==> config.mk <==
export PLATFORM = sky130hd
export DESIGN_NAME = striping
export DESIGN_NICKNAME = d
export VERILOG_FILES = /design/src/rtl/striping.sv
export SDC_FILE = /design/constraint.sdc
export NUM_CORES = 1
export LEC_CHECK = 0
export ABC_AREA = 1
export CAP_MARGIN = 20
export CORE_ASPECT_RATIO = 0.7
export CORE_UTILIZATION = 43
export CTS_BUF_LIST = sky130_fd_sc_hd__clkbuf_16
export CTS_CLUSTER_DIAMETER = 80
export DETAILED_ROUTE_END_ITERATION = 12
export PLACE_DENSITY = 0.79
export SYNTH_ARGS = -nofsm -noshare
export SYNTH_HDL_FRONTEND = slang
export SYNTH_SLANG_ARGS = --single-unit
==> constraint.sdc <==
create_clock -name clk_2f -period 2.4 [get_ports clk_2f]
set_input_delay 0.48 -clock clk_2f [delete_from_list [all_inputs] [get_ports clk_2f]]
set_output_delay 0.48 -clock clk_2f [all_outputs]
set_load 0.01 [all_outputs]
==> src/rtl/striping.sv <==
// striping: transmit-side two-lane word striper.
// Valid input words are routed alternately to lane_0 and lane_1, one clk_2f
// cycle of latency, each lane with a one-cycle valid pulse per word.
// Optional feature macro: STRIPING_ALIGN_EN -- when defined, every idle
// cycle (valid_in=0) re-aligns the selector so the next burst starts on lane_0.
module striping #(
  parameter int DATA_WIDTH = 32
) (
  input  logic                  clk_2f,
  input  logic                  reset,
  input  logic [DATA_WIDTH-1:0] data_in,
  input  logic                  valid_in,
  output logic [DATA_WIDTH-1:0] lane_0,
  output logic [DATA_WIDTH-1:0] lane_1,
  output logic                  valid_0,
  output logic                  valid_1
);

  // Selector states: which lane receives the next valid word.
  localparam logic SEL0 = 1'b0;
  localparam logic SEL1 = 1'b1;

  logic                  sel_q, sel_d;
  logic [DATA_WIDTH-1:0] lane_0_q, lane_0_d;
  logic [DATA_WIDTH-1:0] lane_1_q, lane_1_d;
  logic                  valid_0_q, valid_0_d;
  logic                  valid_1_q, valid_1_d;

  // Next-state: route a valid word to the selected lane; idle cycles only drop the valids.
  always_comb begin
    sel_d     = sel_q;
    lane_0_d  = lane_0_q;
    lane_1_d  = lane_1_q;
    valid_0_d = 1'b0;
    valid_1_d = 1'b0;
    if (valid_in) begin
      case (sel_q)
        SEL0: begin
          lane_0_d  = data_in;
          valid_0_d = 1'b1;
          sel_d     = SEL1;
        end
        default: begin
          lane_1_d  = data_in;
          valid_1_d = 1'b1;
          sel_d     = SEL0;
        end
      endcase
    end else begin
`ifdef STRIPING_ALIGN_EN
      // Idle cycle marks a burst boundary: the next burst starts on lane_0.
      sel_d = SEL0;
`else
      // Alternation carries across idle gaps.
      sel_d = sel_q;
`endif
    end
  end

  // State registers with immediate clear on reset.
  always_ff @(posedge clk_2f or posedge reset) begin
    if (reset) begin
      sel_q     <= SEL0;
      lane_0_q  <= '0;
      lane_1_q  <= '0;
      valid_0_q <= 1'b0;
      valid_1_q <= 1'b0;
    end else begin
      sel_q     <= sel_d;
      lane_0_q  <= lane_0_d;
      lane_1_q  <= lane_1_d;
      valid_0_q <= valid_0_d;
      valid_1_q <= valid_1_d;
    end
  end

  assign lane_0  = lane_0_q;
  assign lane_1  = lane_1_q;
  assign valid_0 = valid_0_q;
  assign valid_1 = valid_1_q;

endmodule
* Word-level counts from Yosys, hierarchy flattened
Index checks and enable logic that the tools add are counted.
Storage, ports and cells: word-level logic and storage cells 12, register bits after elaboration 67, bits of input ports 35, output and inout port bits 66
Operators by class: reductions and logical operators 2, bitwise operators 1, muxes and demuxes 4
Operator list (count):
- $mux W1 | 4
- $reduce_and A2 Y1 | 2
- $not A1 Y1 | 1

* Depth between registers and ports, before layout
word-level depth 2, gate-level depth with buffers 6, gate-level depth less buffers 4

* Least setup slack after synthesis
OpenSTA, ideal clock, no wires.
kind in2reg, start in valid_in, end reg lane_0_q[10], in the netlist lane_0[10], data required time 2.283 ns, stages on the path 4, buffers on the path 2, setup time 0.117 ns, slack 1.380 ns, arrival time 0.904 ns, cell sequence buf_4 -> buf_2 -> nand3_1 -> nand2_1
On the way: cells in the longest elaborated chain, start to end 1
RTL lines:
- from (decl) | RTL line 12 | input logic valid_in,
- $reduce_and A2 Y1 (no line)
- to (signal assigned) | RTL line 70 | lane_0_q <= lane_0_d;
- to (decl) | RTL line 24 | logic [DATA_WIDTH-1:0] lane_0_q, lane_0_d;
Every way passes these cells. A chain may end at the register's enable or synchronous reset.

* Worst setup path after layout
start reg lane_1_q[2], in the netlist lane_1[2], end out lane_1[2]
RTL lines:
- from (decl) | RTL line 25 | logic [DATA_WIDTH-1:0] lane_1_q, lane_1_d;
- from (signal assigned) | RTL line 71 | lane_1_q <= lane_1_d;
- to (decl) | RTL line 14 | output logic [DATA_WIDTH-1:0] lane_1,
No word-level cell between the ends.

==> insert_results.sql <==
INSERT INTO impl_metrics (metric_group, metric, value, unit) VALUES
('run_status', 'result_of_the_run', 'complete, no violations', ''),
('synth', 'netlist_top_cells_area', 'sky130_fd_sc_hd__dfrtp_1, sky130_fd_sc_hd__nand2_1, sky130_fd_sc_hd__nand3_1', ''),
('clocking', 'clk-insertion-delay-late', '0.32', 'ns'),
('sta', 'fmaxAchievable', '578', 'MHz'),
('sta', 'setup_viol', '0', ''),
('grt', 'grt_util_all_layers', '23.2', '%'),
('route', 'route.final.wire_length', '6.76', 'mm'),
('synth', 'synth-seq-area-share', '64.0', '%'),
('worst_setup_path', 'worst-path-stages', '1', ''),
('clocking', 'cts_max_path_buffers', '2', ''),
('worst_setup_path', 'rr_endpoint', 'lane_1[18]', ''),
('worst_setup_path', 'worst-endpoint-arrival', '1.25', 'ns'),
('route', 'drtPass1Iterations', '4', ''),
('clocking', 'post-cts-setup-buffer-count', '0', ''),
('worst_setup_path', 'cp-endpoint', 'lane_1[2]', ''),
('sta', 'report.final.hold_viol_count', '0', ''),
('worst_setup_path', 'critical_path.slowest_cell', 'sky130_fd_sc_hd__clkdlybuf4s50_1', ''),
('worst_setup_path', 'timing.critical_path.max_delay_family', 'buffers and inverters', ''),
('floorplan', 'die-height', '67.3', 'um'),
('worst_setup_path', 'cp_num_buf_inv', '1', ''),
('place', 'detailedPlacementHpwl', '4.38', 'mm'),
('final_layout', 'layout_commonest_cell', 'sky130_fd_sc_hd__nand2_1', ''),
('synth', 'postSynthAreaPerCell', '9.16', 'um^2'),
('route', 'avgRoutedWirePerCell', '14.6', 'um'),
('worst_hold_path', 'min-delay-path-class', 'reg2reg', ''),
('place', 'numPortBuffers', '100', ''),
('synth', 'post_synth_inst_count', '286', ''),
('grt', 'initial_antenna_violation_count', '0', ''),
('worst_setup_path', 'regToRegStartpoint', 'sel_q', ''),
('floorplan', 'die-area', '6410', 'um^2'),
('synth', 'synth_largest_area_cell', 'sky130_fd_sc_hd__dfrtp_1', ''),
('worst_setup_path', 'crit_chain', 'clkdlybuf4s50_1', ''),
('worst_setup_path', 'worst_path_largest_cell_delay', '0.56', 'ns'),
('synth', 'post-synth-top-area-fraction', '64.0', '%'),
('clocking', 'cts_inserted_buffers', '9', ''),
('synth', 'synth_fp_nets', '321', ''),
('worst_setup_path', 'reg_to_reg_slack_setup', '0.75', 'ns'),
('place', 'finalWeightedCongestion', '0.829', ''),
('final_layout', 'antenna-diode-count', '0', ''),
('synth', 'yosys_warnings', '0', ''),
('worst_setup_path', 'worst_setup_end_kind', 'primary output', ''),
('worst_setup_path', 'critPathLaunch', 'lane_1[2]', ''),
('floorplan', 'std_cell_rows', '23', ''),
('clocking', 'tritoncts_clock_tree', 'done', ''),
('synth', 'ys_ff_latch', '67', ''),
('route', 'route.detailed.drc', '0', ''),
('floorplan', 'starting_density', '45.3', '%'),
('clocking', 'cts_sinks', '67', ''),
('sta', 'clock-skew-final', '0.00320', 'ns'),
('final_layout', 'commonest_cells_after_routing_fill_and_taps_aside', 'sky130_fd_sc_hd__nand2_1, sky130_fd_sc_hd__clkdlybuf4s50_1, sky130_fd_sc_hd__dfrtp_1', ''),
('synth', 'synthDistinctLibCells', '10', ''),
('sta', 'grt_setup_unrepaired', 'false', ''),
('floorplan', 'design.core.area', '5780', 'um^2'),
('floorplan', 'die-width', '95.3', 'um'),
('power_and_ir_drop', 'ir_worst_vdd', '0.645', 'mV'),
('final_layout', 'layout_cells_sized_above_1', '5.93', '%'),
('clocking', 'cts_resized', '0', ''),
('worst_setup_path', 'crit_required', '1.92', 'ns'),
('clocking', 'ctsHoldBuffers', '0', ''),
('sta', 'finalWorstPathRequiredPeriod', '1.73', 'ns'),
('worst_setup_path', 'timing.critical_path.from_type', 'register', ''),
('floorplan', 'boundaryPins', '101', ''),
('grt', 'pin_count_of_the_biggest_net_entering_global_routing', '68', ''),
('worst_setup_path', 'worstSetupPathType', 'reg2out', ''),
('final_layout', 'nets', '419', ''),
('clocking', 'h-tree-depth', '3', ''),
('synth', 'area_of_the_mapped_netlist', '2620', 'um^2'),
('route', 'via_count', '2346', ''),
('route', 'viasPerCell', '5.07', ''),
('sta', 'slew_headroom', '56.6', '%'),
('grt', 'via_count_of_the_first_global_routing_pass', '2243', '');
[power by group]
group,total [mW],leakage [nW],internal [mW],switching [mW]
Clock,1.11,0.135,0.674,0.437
Combinational,2.24,0.994,1.20,1.04
Sequential,2.04,0.828,1.67,0.376
[worst min path at each step]
stage | start | endpoint | slack (ns) | depth (start not counted)
after detailed placement | lane_1[4] | lane_1[4] | 0.46 | 2
final | lane_1[27] | lane_1[27] | 0.47 | 2
after global placement | lane_1[4] | lane_1[4] | 0.45 | 2
after floorplan | lane_0[10] | lane_0[10] | 0.51 | 2
after global routing | lane_1[31] | lane_1[31] | 0.49 | 2
after CTS | lane_1[4] | lane_1[4] | 0.47 | 2
[kinds of logic after synthesis]
kind of cell / Yosys count / synth area share, %
xor+xnor: 1 / 0.334
buf+inv: 24 / 4.73
flops: 67 / 64.0
simple gates: 194 / 30.9
[worst reg2reg max path: cells and delay by family (launching register included)]
family | cells | cell delay, ns
buffers and inverters | 1 | 0.30
flip-flops | 1 | 0.75
AND/OR/NAND/NOR | 3 | 0.49
[synth_stat cells]
| cell | number |
|---|---|
| sky130_fd_sc_hd__nand2_1 | 129 |
| sky130_fd_sc_hd__dfrtp_1 | 67 |
| sky130_fd_sc_hd__nand3_1 | 64 |
| sky130_fd_sc_hd__buf_2 | 15 |
| sky130_fd_sc_hd__buf_4 | 4 |
| sky130_fd_sc_hd__inv_1 | 3 |
| sky130_fd_sc_hd__clkbuf_1 | 1 |
| sky130_fd_sc_hd__inv_2 | 1 |
| sky130_fd_sc_hd__nand2_2 | 1 |
| sky130_fd_sc_hd__xor2_1 | 1 |
[cell type report]
type,count,area [um^2]
repair buffers,107,1060
clock buffers,9,225
fillers,462,1870
multi-input cells,195,820
inverters,4,15.0
clock inverters,6,26.3
flip-flops and latches,67,1680
well taps,75,93.8
[sequential cells by signal, summed over array words and instances (netlist names)]
name,flops
lane_1,32
lane_0,32
valid_1,1
sel_q,1
valid_0,1
[metrics by stage]
step | util [%] | instances | hold slack, ns | setup slack (ns) | cell area [um^2]
after CTS | 67.7 | 463 | 0.473 | 0.664 | 3920
after floorplan | - | 286 | 0.507 | 0.237 | 2620
after global routing | 67.7 | 463 | 0.489 | 0.603 | 3920
final | 67.7 | 463 | 0.469 | 0.669 | 3920
after detailed placement | 63.4 | 448 | 0.459 | 0.791 | 3670
after global placement | 63.4 | 448 | 0.454 | 0.862 | 3670
[routing by layer]
layer	part of all wire [%]	global-route usage, %	wire, um	vias to the layer above
li1	-	-	-	1108
met3	9.1	9.23	616	4
met2	43	33.8	2930	108
met4	0.64	7.01	43	0
met1	47	32.0	3170	1126
met5	0	0	0	-
Power figures use the tool's default switching activity.
